**src/rtl/eth_rx_byte.sv**
```systemverilog
// eth_rx_byte: RMII 100 Mb/s receive byte assembler.
// Packs dibits LSB-first into bytes while Rx_En frames the payload, and
// reports per-frame byte count and alignment/oversize/abort status on close.
//   i_clk         RMII 50 MHz reference clock
//   i_rst_n       asynchronous active-low reset
//   i_crs_dv      RMII carrier-sense / data-valid
//   i_rxd         RMII receive dibit
//   i_rx_en       frame enable from receive control (rising edge = first dibit)
//   o_byte        assembled byte, held until the next byte completes
//   o_byte_rdy    one-cycle pulse, o_byte valid
//   o_frame_end   one-cycle pulse, frame closed; status below valid
//   o_frame_bytes bytes emitted in the closed frame
//   o_align_err   frame closed on a partial byte
//   o_oversize    o_frame_bytes > P_MAX_BYTES
//   o_abort       frame cut by Rx_En drop
module eth_rx_byte #(
  parameter logic [15:0] P_MAX_BYTES = 16'd1522
) (
  input  logic        i_clk,
  input  logic        i_rst_n,
  input  logic        i_crs_dv,
  input  logic [1:0]  i_rxd,
  input  logic        i_rx_en,
  output logic [7:0]  o_byte,
  output logic        o_byte_rdy,
  output logic        o_frame_end,
  output logic [15:0] o_frame_bytes,
  output logic        o_align_err,
  output logic        o_oversize,
  output logic        o_abort
);

  typedef enum logic [1:0] {
    S_IDLE = 2'd0,
    S_DATA = 2'd1,
    S_LOW1 = 2'd2,
    S_DONE = 2'd3
  } state_t;

  state_t      r_state;
  logic        r_rx_en_prev;
  logic        r_armed;     // Rx_En has been sampled low since reset
  logic        r_abort;
  logic [1:0]  r_dib_idx;   // next dibit slot == total accepted dibits mod 4
  logic [5:0]  r_sr;        // lower three dibits of the byte in progress
  logic [15:0] r_byte_cnt;

  logic        w_start;
  logic        w_accept;
  logic [1:0]  w_idx;
  logic [15:0] w_cnt;

  // A start needs a true rising edge; r_armed blocks an Rx_En held high
  // through reset release from looking like one.
  assign w_start  = (r_state == S_IDLE) & i_rx_en & ~r_rx_en_prev & r_armed;
  assign w_accept = w_start
                  | ((r_state == S_DATA) & (~i_crs_dv | i_rx_en))
                  | ((r_state == S_LOW1) & i_crs_dv);
  assign w_idx    = w_start ? 2'd0 : r_dib_idx;
  assign w_cnt    = w_start ? 16'd0 : r_byte_cnt;

  // Datapath and FSM
  always_ff @(posedge i_clk or negedge i_rst_n) begin
    if (!i_rst_n) begin
      r_state       <= S_IDLE;
      r_rx_en_prev  <= 1'b0;
      r_armed       <= 1'b0;
      r_abort       <= 1'b0;
      r_dib_idx     <= 2'd0;
      r_sr          <= 6'd0;
      r_byte_cnt    <= 16'd0;
      o_byte        <= 8'd0;
      o_byte_rdy    <= 1'b0;
      o_frame_end   <= 1'b0;
      o_frame_bytes <= 16'd0;
      o_align_err   <= 1'b0;
      o_oversize    <= 1'b0;
      o_abort       <= 1'b0;
    end else begin
      r_rx_en_prev <= i_rx_en;
      if (!i_rx_en) r_armed <= 1'b1;
      o_byte_rdy  <= 1'b0;
      o_frame_end <= 1'b0;

      if (w_start) r_byte_cnt <= 16'd0;

      if (w_accept) begin
        r_dib_idx <= w_idx + 2'd1;
        case (w_idx)
          2'd0: r_sr[1:0] <= i_rxd;
          2'd1: r_sr[3:2] <= i_rxd;
          2'd2: r_sr[5:4] <= i_rxd;
          default: begin
            o_byte     <= {i_rxd, r_sr};
            o_byte_rdy <= 1'b1;
            r_byte_cnt <= (w_cnt == 16'hFFFF) ? w_cnt : w_cnt + 16'd1;
          end
        endcase
      end

      case (r_state)
        S_IDLE: begin
          if (w_start) begin
            r_abort <= 1'b0;
            r_state <= S_DATA;
          end
        end
        S_DATA: begin
          if (!i_crs_dv) begin
            r_state <= S_LOW1;
          end else if (!i_rx_en) begin
            r_abort <= 1'b1;
            r_state <= S_DONE;
          end
        end
        S_LOW1: begin
          r_state <= i_crs_dv ? S_DATA : S_DONE;
        end
        default: begin
          // Exactly one trailing dibit (CRS_DV stretch) is expected on a clean close.
          o_frame_end   <= 1'b1;
          o_frame_bytes <= r_byte_cnt;
          o_abort       <= r_abort;
          o_align_err   <= ~r_abort & (r_dib_idx != 2'd1);
          o_oversize    <= (r_byte_cnt > P_MAX_BYTES);
          r_state       <= S_IDLE;
        end
      endcase
    end
  end

endmodule

```
**config.mk**
```make
export PLATFORM = sky130hd
export DESIGN_NAME = eth_rx_byte
export DESIGN_NICKNAME = d
export VERILOG_FILES = /design/src/rtl/eth_rx_byte.sv
export SDC_FILE = /design/constraint.sdc
export NUM_CORES = 1
export LEC_CHECK = 0
export ABC_AREA = 1
export BUFFER_PORTS_ARGS = -buffer_cell sky130_fd_sc_hd__buf_2
export CAP_MARGIN = 20
export CORE_MARGIN = 5
export CORE_UTILIZATION = 38
export CTS_BUF_LIST = sky130_fd_sc_hd__clkbuf_8
export DETAILED_ROUTE_END_ITERATION = 16
export SETUP_SLACK_MARGIN = 0.1
export SLEW_MARGIN = 25
export SYNTH_ARGS = -nofsm -noshare
export SYNTH_HDL_FRONTEND = slang
export SYNTH_SLANG_ARGS = --single-unit
```
**constraint.sdc**
```tcl
create_clock -name i_clk -period 5.6 [get_ports i_clk]
set_clock_uncertainty 0.2 [all_clocks]
set_input_delay 1.12 -clock i_clk [delete_from_list [all_inputs] [get_ports i_clk]]
set_output_delay 1.12 -clock i_clk [all_outputs]
set_load 0.01 [all_outputs]
```
# == Word level (Yosys, flattened, before mapping) ==
# Cells that the tools add are included.
# Widths: inputs -> output; s select.
# word_totals
register_bits,58
inputBits,6
out_inout_bits,29
elab_cells,70
# op_classes
n_addsub,2
magnitude_cmp,1
eq_ne,10
mux,17
bitwise,13
n_reduce_logical,11
# op_table
operator,n
$mux 16,4
$add 16x1->16 const B,1
$eq 16x16->1 const B,1
$gt 16x11->1 const B,1
$mux 2,5
$reduce_and 2->1,5
$and 1x1->1,6
$mux 1,6
$ne 2x2->1 const B,3
$pmux 2 s3,1
$reduce_or 3->1,2
$eq 2x1->1 const B,2
$eq 2x2->1 const B,2
$logic_not 2->1,2
$not 1->1,4
$reduce_and 4->1,1
$ne 3x3->1 const B,1
$or 1x1->1,3
$add 2x1->2 const B,1
$ne 2x1->1 const B,1
$pmux 1 s2,1
$reduce_bool 2->1,1

# == Longest topological paths before layout ==
# Gate-level depths: netlist (run 1).
# depth
word_depth,9
mapped_depth,13

# == Least setup slack after synthesis (run 1) ==
# No wires, ideal clock.
# synth_path
path_kind,input-to-reg
from,input i_rx_en
to,register r_byte_cnt[0]
setup_ns,0.113
arrival_time_ns,2.244
required_time_ns,5.287
slack_ns,3.043
path_stages,11
cell_sequence,nand3_1 > nor2_1 > nor2_1 > ha_1 > nand2_4 > inv_2 > buf_6 > nand2_1 > o21ai_0 > nand2_1 > inv_1
# synth_between
elab_chain_cells,8
word_cells_on_any_way,18
cone_classes,add/sub (1); eq/ne (3); mux (5); bitwise (7); reduce/logical (2)
# synth_lines
item,line_no,text
"start, declared",23,"input logic i_rx_en,"
$and 1x1->1 (3 in series),55,assign w_start = (r_state == S_IDLE) & i_rx_en & ~r_rx_en_prev & r_armed;
$mux 16 / $mux 2 (equally long branches),"60, 85, 59",
$add 16x1->16 (tied with other cells),96,r_byte_cnt <= (w_cnt == 16'hFFFF) ? w_cnt : w_cnt + 16'd1;
$mux 16 / $reduce_or 3->1 (equally long branches),-,
$mux 16,89,case (w_idx)
$mux 16 *,87,if (w_accept) begin
"end signal, assigned",96,
"end, declared",46,logic [15:0] r_byte_cnt;
# Every way passes the cells marked *; elsewhere a longest branch is shown, timed or not.
# A chain may end at the register's enable or synchronous reset.

# == Worst setup path in the final report (run 1) ==
# layout_path
from,input i_rx_en
to,register r_byte_cnt[8]
# Same word-level chain as after synthesis.

==> results of run 1 <==
cells in the mapped netlist (all sizes together):
cell and count:
xor2 2, nand4 7, nand3b 2, o21ai 25, o22ai 1, a21oi 2, nor4 1, nor3 1
dfrtp 58, clkbuf 4, nand3 24, nor2 32, ha 4, inv 51, buf 4, nand2 129
path summary, 6_finish.rpt:
path	start	to	slack (ns)	cells past startpoint
setup / recovery	i_rx_en	r_byte_cnt[8]$_DFF_PN0_	2.82	11
hold / removal	o_frame_bytes[15]$_DFFE_PN0P_	o_frame_bytes[15]$_DFFE_PN0P_	0.27	2
setup reg to reg	r_state[1]$_DFFE_PN0P_	r_byte_cnt[8]$_DFF_PN0_	3.10	11
hold reg to reg	o_frame_bytes[15]$_DFFE_PN0P_	o_frame_bytes[15]$_DFFE_PN0P_	0.27	2
max in group asynchronous	i_rst_n	o_byte[1]$_DFFE_PN0P_	3.98	2
min in group asynchronous	i_rst_n	o_frame_bytes[11]$_DFFE_PN0P_	0.72	2
tightest hold or removal path, delay by kind of cell, from the launching register on:
family / cells / cell delay, ns
flops: 1 / 0.34
simple gates: 2 / 0.10
power by group:
group	switching [mW]	internal [mW]
combinational	0.218	0.119
clock	0.166	0.227
sequential	0.0568	0.517
total	0.441	0.862
cell type report:
type / count / area (µm²)
clock inverters: 5 / 52.6
clock buffers: 11 / 151
well taps: 99 / 124
fillers: 729 / 3930
multi-input cells: 230 / 1090
repair buffers: 36 / 185
flip-flops and latches: 58 / 1450
inverters: 51 / 191
per-layer routing:
metal	global-route usage [%]	share of wire, %	vias to the layer above
li1	-	-	1151
met1	20.1	50	1011
met2	20.7	44	55
met3	4.42	5.3	9
met4	5.57	1.3	0
met5	0	0	-
sequential cells by signal, summed over array words and instances, names as in the netlist, 2 cells and up:
name,count
r_state,2
r_dib_idx,2
r_byte_cnt,16
o_byte,8
o_frame_bytes,16
r_sr,6
cell families (layout without fill, tap and decap cells):
| kind of cell | after synthesis | count (layout) |
|---|---|---|
| AOI/OAI and AO/OA | 28 | 28 |
| xor gates and xnor gates | 2 | 2 |
| adders and majority gates | 4 | 4 |
| buffers and inverters | 59 | 103 |
| DFF | 58 | 58 |
| and+or+nand+nor | 196 | 196 |
==> out/metrics.yaml, run 1 <==
synth:
  ys_types: 25
  seq_area_frac_synth_pct: 52.1
  netlist.area_leader.share_pct: 52.1
  synth-simple-area-share_pct: 31.6
  ys_top_cells_by_area: "dfrtp_1, nand2_1, inv_1"
  synth_xor_area_share_pct: 0.629
  ys_ff_latch: 58
  synthMuxAreaShare_pct: 0
  avgSynthCellArea_um2: 8.02
  synth_area_leader_cell: "dfrtp_1"
  synth_fp_nets: 357
  synth_compound_area_share_pct: 5.08
  synth_adder_area_share_pct: 1.80
  synth_top_family_by_area: "simple AND/OR/NAND/NOR gates"
  syn-cell-area_um2: 2780
  synth_cells: 347
  ys_warn_count: 0
power:
  p_per_area_nw_per_um2: 402
  power.total_mw: 1.30
  power.leakage_nw: 1.83
  ir_drop_mv: 0.227
grt:
  grt_overflow: 0
  antenna_found_initial: 0
  grt_max_degree: 59
  grt_use_total_pct: 14.4
  grt_first_pass_wirelength_um: 10200
  first_global_vias: 2154
cts:
  clock_path_buffers: 2
  clock_latency_ns: 0.33
  post_cts_buffers: 0
  numCtsBuffers: 9
  cts.repair.resized: 0
  clk_pin_slew_ns: 0.06
  cts_sinks: 58
  cts-root-buf: "clkbuf_8"
  cts_tree: "yes"
  htree_levels: 3
  hold_buffers: 0
routing:
  remaining_drc_errors: 0
  routed_wirelength_um: 5880
  first_pass_iters: 4
  wl_per_cell_um: 12.0
  antenna_left: 0
  drtIter0Drc: 123
  avgViaCountPerCell: 4.54
  vias: 2226
final_layout:
  final_common_cell: "nand2_1"
  fin_cells: 490
  nNetsFinal: 396
  n_antenna_cell: 0
  fin_util_pct: 45.2
  design_area_um2: 3240
  area_growth_pct: 16.5
  layout_common_cells: "nand2_1, dfrtp_1, inv_1"
  drive_gt1_share_pct: 17.6
place:
  io_buffers: 34
  hpwl_um: 4190
  routabilityCongestion: 0.870
  dp_cells: 474
  dpl_cell_area_um2: 3040
  place_ws_ns: 2.45
sta:
  maxSlewHeadroom_pct: 51.3
  rsz0062_at_grt: "no"
  fin_crit_sh_pct: 49.6
  final.setup.tns_ns: 0
  worst_pin_slew_ns: 0.731
  setup_viol: 0
  slew_violations: 0
  hold_violations: 0
  timing.final.ws_setup_ns: 2.82
  fmax_mhz: 360
  finalHoldWorstSlack_ns: 0.273
  period_minus_slack_ns: 2.78
worst_setup_path:
  cp_max_fo: 13
  start_kind: "input pin"
  worstPathArrival_ns: 2.83
  path_cells: "buf_2, nand3_1, nor2_1, nor2_1, ha_1, nand2_4, inv_2, nand2_2, inv_1, nand2_1, xor2_1"
  crit_path_end_kind: "flop"
  path_class: "in2reg"
  slowest_stage: "nor2_1"
  slowest_delay_ns: 0.32
  cp_num_buf_inv: 3
  required_ns: 5.65
  cp_top_family: "simple AND/OR/NAND/NOR gates"
  crit_top_cell: "nor2_1"
floorplanning:
  die_w_um: 95.6
  ios: 35
  dieArea_um2: 9140
  start_util_pct: 38.8
  core-area_um2: 7180
  rows: 31
  die-height_um: 95.6
run_status:
  status: "complete, no violations"
run:
  maxCapViolCount: 0
worst_hold_path:
  min_path_type: "reg2reg"
Power figures use the tool's default switching activity.
==> run 2: changes to the inputs <==
==> constraint.sdc (replaced) <==
create_clock -name i_clk -period 2.42 [get_ports i_clk]
set_clock_uncertainty 0.2 [all_clocks]
set_input_delay 0.484 -clock i_clk [delete_from_list [all_inputs] [get_ports i_clk]]
set_output_delay 0.484 -clock i_clk [all_outputs]
set_load 0.01 [all_outputs]
==> run 2 against run 1 <==
First-iteration DRC count fell by 15%; die area did not move; routed wire length rose by 1.6%; critical path type is now reg2reg; largest power group unchanged.
==> out/metrics.yaml, run 2 (synthesized netlist as in run 1, its figures left out) <==
worst_hold_path:
  whs_path_depth: 1  # -1
  min_path_type: "in2reg"
  min_to: "r_rx_en_prev$_DFF_PN0_"
  min_from: "i_rx_en"
place:
  routabilityCongestion: 0.925  # +6.3%
  hpwl_um: 4300  # +2.7%
  io_buffers: 34  # unchanged
cts:
  clock_latency_ns: 0.33  # about the same
  htree_levels: 3  # unchanged
  post_cts_buffers: 0  # unchanged
  cts-root-buf: "clkbuf_8"
  numCtsBuffers: 9  # unchanged
  cts_sinks: 58  # unchanged
  clk_pin_slew_ns: 0.07  # about the same
  cts_tree: "yes"
  clock_path_buffers: 2  # unchanged
routing:
  routed_wirelength_um: 5970  # +1.6%
  antenna_left: 0  # unchanged
  first_pass_iters: 4  # unchanged
  drtIter0Drc: 105  # -15%
  avgViaCountPerCell: 4.52  # -0.52%
  wl_per_cell_um: 12.0  # +0.13%
  remaining_drc_errors: 0  # unchanged
  vias: 2246  # +0.90%
final_layout:
  drive_gt1_share_pct: 18.8  # +1.2 points
  regArea_um2: 1450  # unchanged
  n_antenna_cell: 0  # unchanged
  nNetsFinal: 403  # +1.8%
  reg.largest.list: "o_frame_bytes x16, r_byte_cnt x16, o_byte x8"
  final_common_cell: "nand2_1"
  multi_input_area_um2: 1090  # +0.69%
  area_growth_pct: 20.9
  layout_common_cells: "nand2_1, dfrtp_1, inv_1"
  fill_cells: 732  # +0.41%
power:
  p_per_area_nw_per_um2: 966  # +140%
  internal-power_mw: 2.22  # +160%
  p_sw_share_pct: 31.6  # -2.2 points
  sequentialPowerShare_pct: 40.7  # -3.3 points
  ir_drop_mv: 0.446  # +97%
  power.switching_mw: 1.03  # +130%
  p_clk_share_pct: 34.5  # +4.3 points
  combPwrFrac_pct: 24.8  # -1.0 points
  power.leakage_nw: 1.89  # +3.3%
sta:
  period_minus_slack_ns: 2.13
  setup_viol: 0  # unchanged
  worst_pin_slew_ns: 0.338  # -0.393 ns
  fmax_mhz: 471
  finalHoldWorstSlack_ns: 0.130  # -0.142 ns
  fin_crit_sh_pct: 87.8
  slew_violations: 0  # unchanged
  maxSlewHeadroom_pct: 77.4  # +26 points
  hold_violations: 0  # unchanged
  rsz0062_at_grt: "no"
  final.setup.tns_ns: 0  # unchanged
run_status:
  status: "complete, no violations"
floorplanning:
  start_util_pct: 38.8  # unchanged
  core-area_um2: 7180  # unchanged
  die_w_um: 95.6  # unchanged
  rows: 31  # unchanged
  ios: 35  # unchanged
  die-height_um: 95.6  # unchanged
  dieArea_um2: 9140  # unchanged
worst_setup_path:
  worstPathArrival_ns: 2.15  # -0.68 ns
  path_class: "reg2reg"
  r2r_slack_ns: 0.29  # -2.81 ns
  required_ns: 2.45  # -3.20 ns
  crit_path_end_kind: "flop"
  ff2ff_path_depth: 13  # +2
  start_kind: "flop"
  cp_max_fo: 6  # -7
  r2r-start: "r_state[1]$_DFFE_PN0P_"
  worstReg2RegEnd: "r_byte_cnt[10]$_DFF_PN0_"
grt:
  grt_first_pass_wirelength_um: 10200  # +0.61%
  grt_max_degree: 59  # unchanged
  antenna_found_initial: 0  # unchanged
  grt_use_total_pct: 14.6  # +0.21 points
  first_global_vias: 2185  # +1.4%
  grt_overflow: 0  # unchanged
run:
  maxCapViolCount: 0  # unchanged
-- run 2: worst max path at each step --
stage                           start                        to  slack [ns]  cells past startpoint
6_report       r_state[1]$_DFFE_PN0P_  r_byte_cnt[10]$_DFF_PN0_        0.29                     13
3_3_place_gp   r_state[1]$_DFFE_PN0P_  r_byte_cnt[10]$_DFF_PN0_        0.13                     13
3_5_place_dp                  i_rx_en  r_byte_cnt[10]$_DFF_PN0_         0.1                     13
5_1_grt        r_state[1]$_DFFE_PN0P_   r_byte_cnt[8]$_DFF_PN0_        0.13                     11
2_1_floorplan  r_state[1]$_DFFE_PN0P_   r_byte_cnt[0]$_DFF_PN0_        0.40                     12
4_1_cts        r_state[1]$_DFFE_PN0P_   r_byte_cnt[8]$_DFF_PN0_        0.21                     11
-- run 2: layout make-up --
cell class	count	area share, %
clock inverters	5	3.01
repair buffers	43	7.51
inverters	51	5.69
multi-input cells	230	32.5
flip-flops and latches	58	43.1
clock buffers	11	4.50
well taps	99	3.68
-- run 2: power groups by stage --
stage | combinational (mW) | clock [mW] | sequential (mW)
floorplan | 0.484 | 0 | 1.38
global placement | 0.794 | 0 | 1.34
detailed placement | 0.806 | 0 | 1.34
CTS | 0.819 | 1.15 | 1.33
global route | 0.927 | 1.20 | 1.35
finish | 0.805 | 1.12 | 1.32
-- run 2: what timing repair did --
action                                 in CTS  in global routing
cloned                                      0                  0
hold buffers                                1                  0
pin swaps                                   0                  0
endpoints found under the hold margin      58                  0
setup endpoints to repair                   2                  4
resized for setup                           1                  1
-- run 2: critical path, stage by stage (launching register included) --
cell and delay (ns):
dfrtp_1 0.43, nor2_2 0.18, inv_1 0.11, nor2_4 0.19
nor2_1 0.09, ha_1 0.27, nand2_4 0.13, inv_2 0.06
nand2_2 0.09, inv_1 0.07, nand3_1 0.07, nand2_1 0.05
nand2_1 0.05, inv_1 0.03
-- run 2: metrics by stage --
step / instances / power (mW) / instance area, µm² / util (%) / worst slack [ns]
global route: 497 / 3.48 / 3370 / 46.9 / 0.134
global placement: 480 / 2.13 / 3100 / 43.2 / 0.128
floorplan: 347 / 1.86 / 2780 / - / 0.401
CTS: 497 / 3.30 / 3360 / 46.9 / 0.207
finish: 497 / 3.25 / 3370 / 46.9 / 0.295
detailed placement: 480 / 2.15 / 3100 / 43.2 / 0.0960
-- run 2: per-layer routing --
layer	global-route usage, %	part of all wire [%]
met1	20.5	50
met2	21.1	43
met5	0	0
met4	5.81	0.85
met3	4.18	5.6
==> run 3: changes to the inputs <==
--- a/config.mk
+++ b/config.mk
@@ -5,7 +5,6 @@
 export SDC_FILE = /design/constraint.sdc
 export NUM_CORES = 1
 export LEC_CHECK = 0
-export ABC_AREA = 1
 export BUFFER_PORTS_ARGS = -buffer_cell sky130_fd_sc_hd__buf_2
 export CAP_MARGIN = 20
 export CORE_MARGIN = 5
==> run 3 against run 2 <==
Final area decreased by 4.5%; non-clock buffer count increased by 2; clock power increased by 13%; first-iteration DRC count increased by 1.9%; critical path depth decreased by 4; synthesized cell count decreased by 33%; area after synthesis decreased by 7.3%; routed wire length decreased by 12%; combinational power increased by 30%; fmax increased by 0.36%; worst hold slack got worse by 0.014 ns; critical path type unchanged.
==> out/metrics.yaml, run 3 <==
synth:
  synth_fp_nets: 241  # -32%
  ys_ff_latch: 58  # unchanged
  synth_cells: 231  # -33%
  synthArstFlopShare_pct: 100  # unchanged
  synth_ff_type: "dfrtp_1"
  synth_most_common_cell: "dfrtp_1"
  netlist.area_leader.share_pct: 56.2  # +4.1 points
  ys_types: 48  # +92%
  syn-cell-area_um2: 2580  # -7.3%
  ys_warn_count: 0  # unchanged
  avgSynthCellArea_um2: 11.2  # +39%
  ys_top_cells_by_area: "dfrtp_1, mux2_2, nand2_1"
  synth_edf_count: 0  # unchanged
  synthTopCellsByCount: "dfrtp_1, nand2_1, mux2_2, a21oi_1, o21ai_0"
  synth_area_leader_cell: "dfrtp_1"
  seq_area_frac_synth_pct: 56.2  # +4.1 points
worst_setup_path:
  crit_path_end_kind: "flop"
  cp_top_family: "simple AND/OR/NAND/NOR gates"
  path_class: "reg2reg"
  worstPathArrival_ns: 2.13  # -0.02 ns
  required_ns: 2.43  # -0.02 ns
  path_cells: "nand3b_1, or3_4, nand2_1, inv_1, ha_2, o21ai_4, inv_6, a31oi_1, a311oi_1"
  slowest_delay_ns: 0.36  # -0.07 ns
  slowest_stage: "dfrtp_1"
  cp_max_fo: 16  # +10
  start_kind: "flop"
  cp_num_buf_inv: 2  # -2
sta:
  maxSlewHeadroom_pct: 73.6  # -3.8 points
  hold_violations: 0  # unchanged
  rsz0062_at_grt: "no"
  worst_pin_slew_ns: 0.395  # +0.0569 ns
  fin_crit_sh_pct: 87.5  # -0.32 points
  setup_viol: 0  # unchanged
  finalHoldWorstSlack_ns: 0.116  # -0.0140 ns
  fmax_mhz: 472  # +0.36%
  period_minus_slack_ns: 2.12  # -0.00765 ns
  slew_violations: 0  # unchanged
  timing.final.ws_setup_ns: 0.303  # +0.00765 ns
  final.setup.tns_ns: 0  # unchanged
floorplanning:
  core-area_um2: 6720  # -6.4%
  ios: 35  # unchanged
  die-height_um: 92.4  # -3.3%
  rows: 30  # -3.2%
  dieArea_um2: 8540  # -6.5%
  start_util_pct: 38.4  # -0.38 points
  die_w_um: 92.4  # -3.3%
final_layout:
  fin_cells: 364  # -27%
  reg.largest.list: "o_frame_bytes x16, r_byte_cnt x16, o_byte x8"
  n_antenna_cell: 0  # unchanged
  nNetsFinal: 289  # -28%
  design_area_um2: 3210  # -4.5%
  fin_util_pct: 47.8  # +0.92 points
  drive_gt1_share_pct: 33.1  # +14 points
  area_growth_pct: 24.5
  layout_common_cells: "dfrtp_1, nand2_1, buf_2"
  final_common_cell: "dfrtp_1"
power:
  internal-power_mw: 2.57  # +16%
  p_per_area_nw_per_um2: 1150  # +19%
  sequentialPowerShare_pct: 37.5  # -3.2 points
  ir_drop_mv: 0.448  # +0.43%
  power.total_mw: 3.69  # +13%
  power.leakage_nw: 1.56  # -18%
  p_sw_share_pct: 30.3  # -1.3 points
  p_clk_share_pct: 34.1  # -0.4 points
  power.switching_mw: 1.12  # +8.9%
  combPwrFrac_pct: 28.3  # +3.5 points
place:
  place_ws_ns: -0.0105  # -0.106 ns
  hpwl_um: 3620  # -16%
  dp_cells: 347  # -28%
  routabilityCongestion: 0.780  # -16%
  io_buffers: 34  # unchanged
  dpl_cell_area_um2: 2910  # -6.1%
routing:
  vias: 1892  # -16%
  remaining_drc_errors: 0  # unchanged
  drtIter0Drc: 107  # +1.9%
  antenna_left: 0  # unchanged
  drt-met1-wl_um: 2380  # -21%
  first_pass_iters: 4  # unchanged
  avgViaCountPerCell: 5.20  # +15%
  wl_met3_um: 171  # -49%
  wl_met2_um: 2590  # +0.62%
  routed_wirelength_um: 5220  # -12%
  highest-signal-layer: "met4"
  wl_per_cell_um: 14.4  # +19%
cts:
  clock_latency_ns: 0.33  # about the same
  cts_tree: "yes"
  cts-root-buf: "clkbuf_8"
  htree_levels: 3  # unchanged
  cts_sinks: 58  # unchanged
  clk_pin_slew_ns: 0.06  # about the same
  numCtsBuffers: 9  # unchanged
  clock_path_buffers: 2  # unchanged
run:
  maxCapViolCount: 0  # unchanged
grt:
  first_global_vias: 1962  # -10%
  grt_overflow: 0  # unchanged
  grt_max_degree: 59  # unchanged
  grt_first_pass_wirelength_um: 9130  # -11%
  antenna_found_initial: 0  # unchanged
  grt_use_total_pct: 13.6  # -0.98 points
worst_hold_path:
  min_path_type: "in2reg"
run_status:
  status: "complete, no violations"
[run 3: area by class of cell]
type	instances	area [µm²]
clock buffer	12	165
clock inverter	4	120
fill	615	3500
inverter	8	35.0
multi-input combinational	157	1070
sequential	58	1450
tap	80	100
timing repair buffer	45	268
[run 3: cell families (layout without fill, tap and decap cells)]
logic type      after synthesis  in the layout  synth area share (%)
simple gates                 85             85                  16.7
flops                        58             58                  56.2
compound gates               43             43                  11.7
mux                          23             23                  9.99
buf+inv                      16             69                  2.76
fa+ha+maj                     4              4                  1.94
xor+xnor                      2              2                 0.679
[run 3: metal layers]
metal  track usage [%]  vias to the layer above
met4              5.20                        0
met5                 0                        -
met1              16.7                      932
li1                  -                      926
met3              4.14                        7
met2              22.4                       27
[run 3: power by group through the flow]
stage | clock [mW] | sequential, mW | combinational, mW
CTS | 1.28 | 1.39 | 1.07
global route | 1.33 | 1.42 | 1.18
global placement | 0 | 1.40 | 1.04
detailed placement | 0 | 1.40 | 1.06
floorplan | 0 | 1.43 | 0.665
finish | 1.26 | 1.39 | 1.05
[run 3: final timing paths]
path                                        startpoint                             to  slack, ns  cells after the start
worst max-delay path            r_rx_en_prev$_DFF_PN0_        r_byte_cnt[2]$_DFF_PN0_       0.30                      9
worst min-delay path                           i_rx_en         r_rx_en_prev$_DFF_PN0_       0.12                      1
worst max register to register  r_rx_en_prev$_DFF_PN0_        r_byte_cnt[2]$_DFF_PN0_       0.30                      9
worst min register to register     r_sr[1]$_DFFE_PN0P_          o_byte[1]$_DFFE_PN0P_       0.27                      2
max in group asynchronous                      i_rst_n         r_state[1]$_DFFE_PN0P_       1.27                      3
min in group asynchronous                      i_rst_n  o_frame_bytes[11]$_DFFE_PN0P_       0.48                      3
[run 3: timing repair]
action / in CTS / in global routing
hold endpoints to repair: 58 / 0
hold buffers: 1 / 0
buffers inserted: 0 / 0
endpoints found under the setup margin: 0 / 6
gates resized for setup: 0 / 4
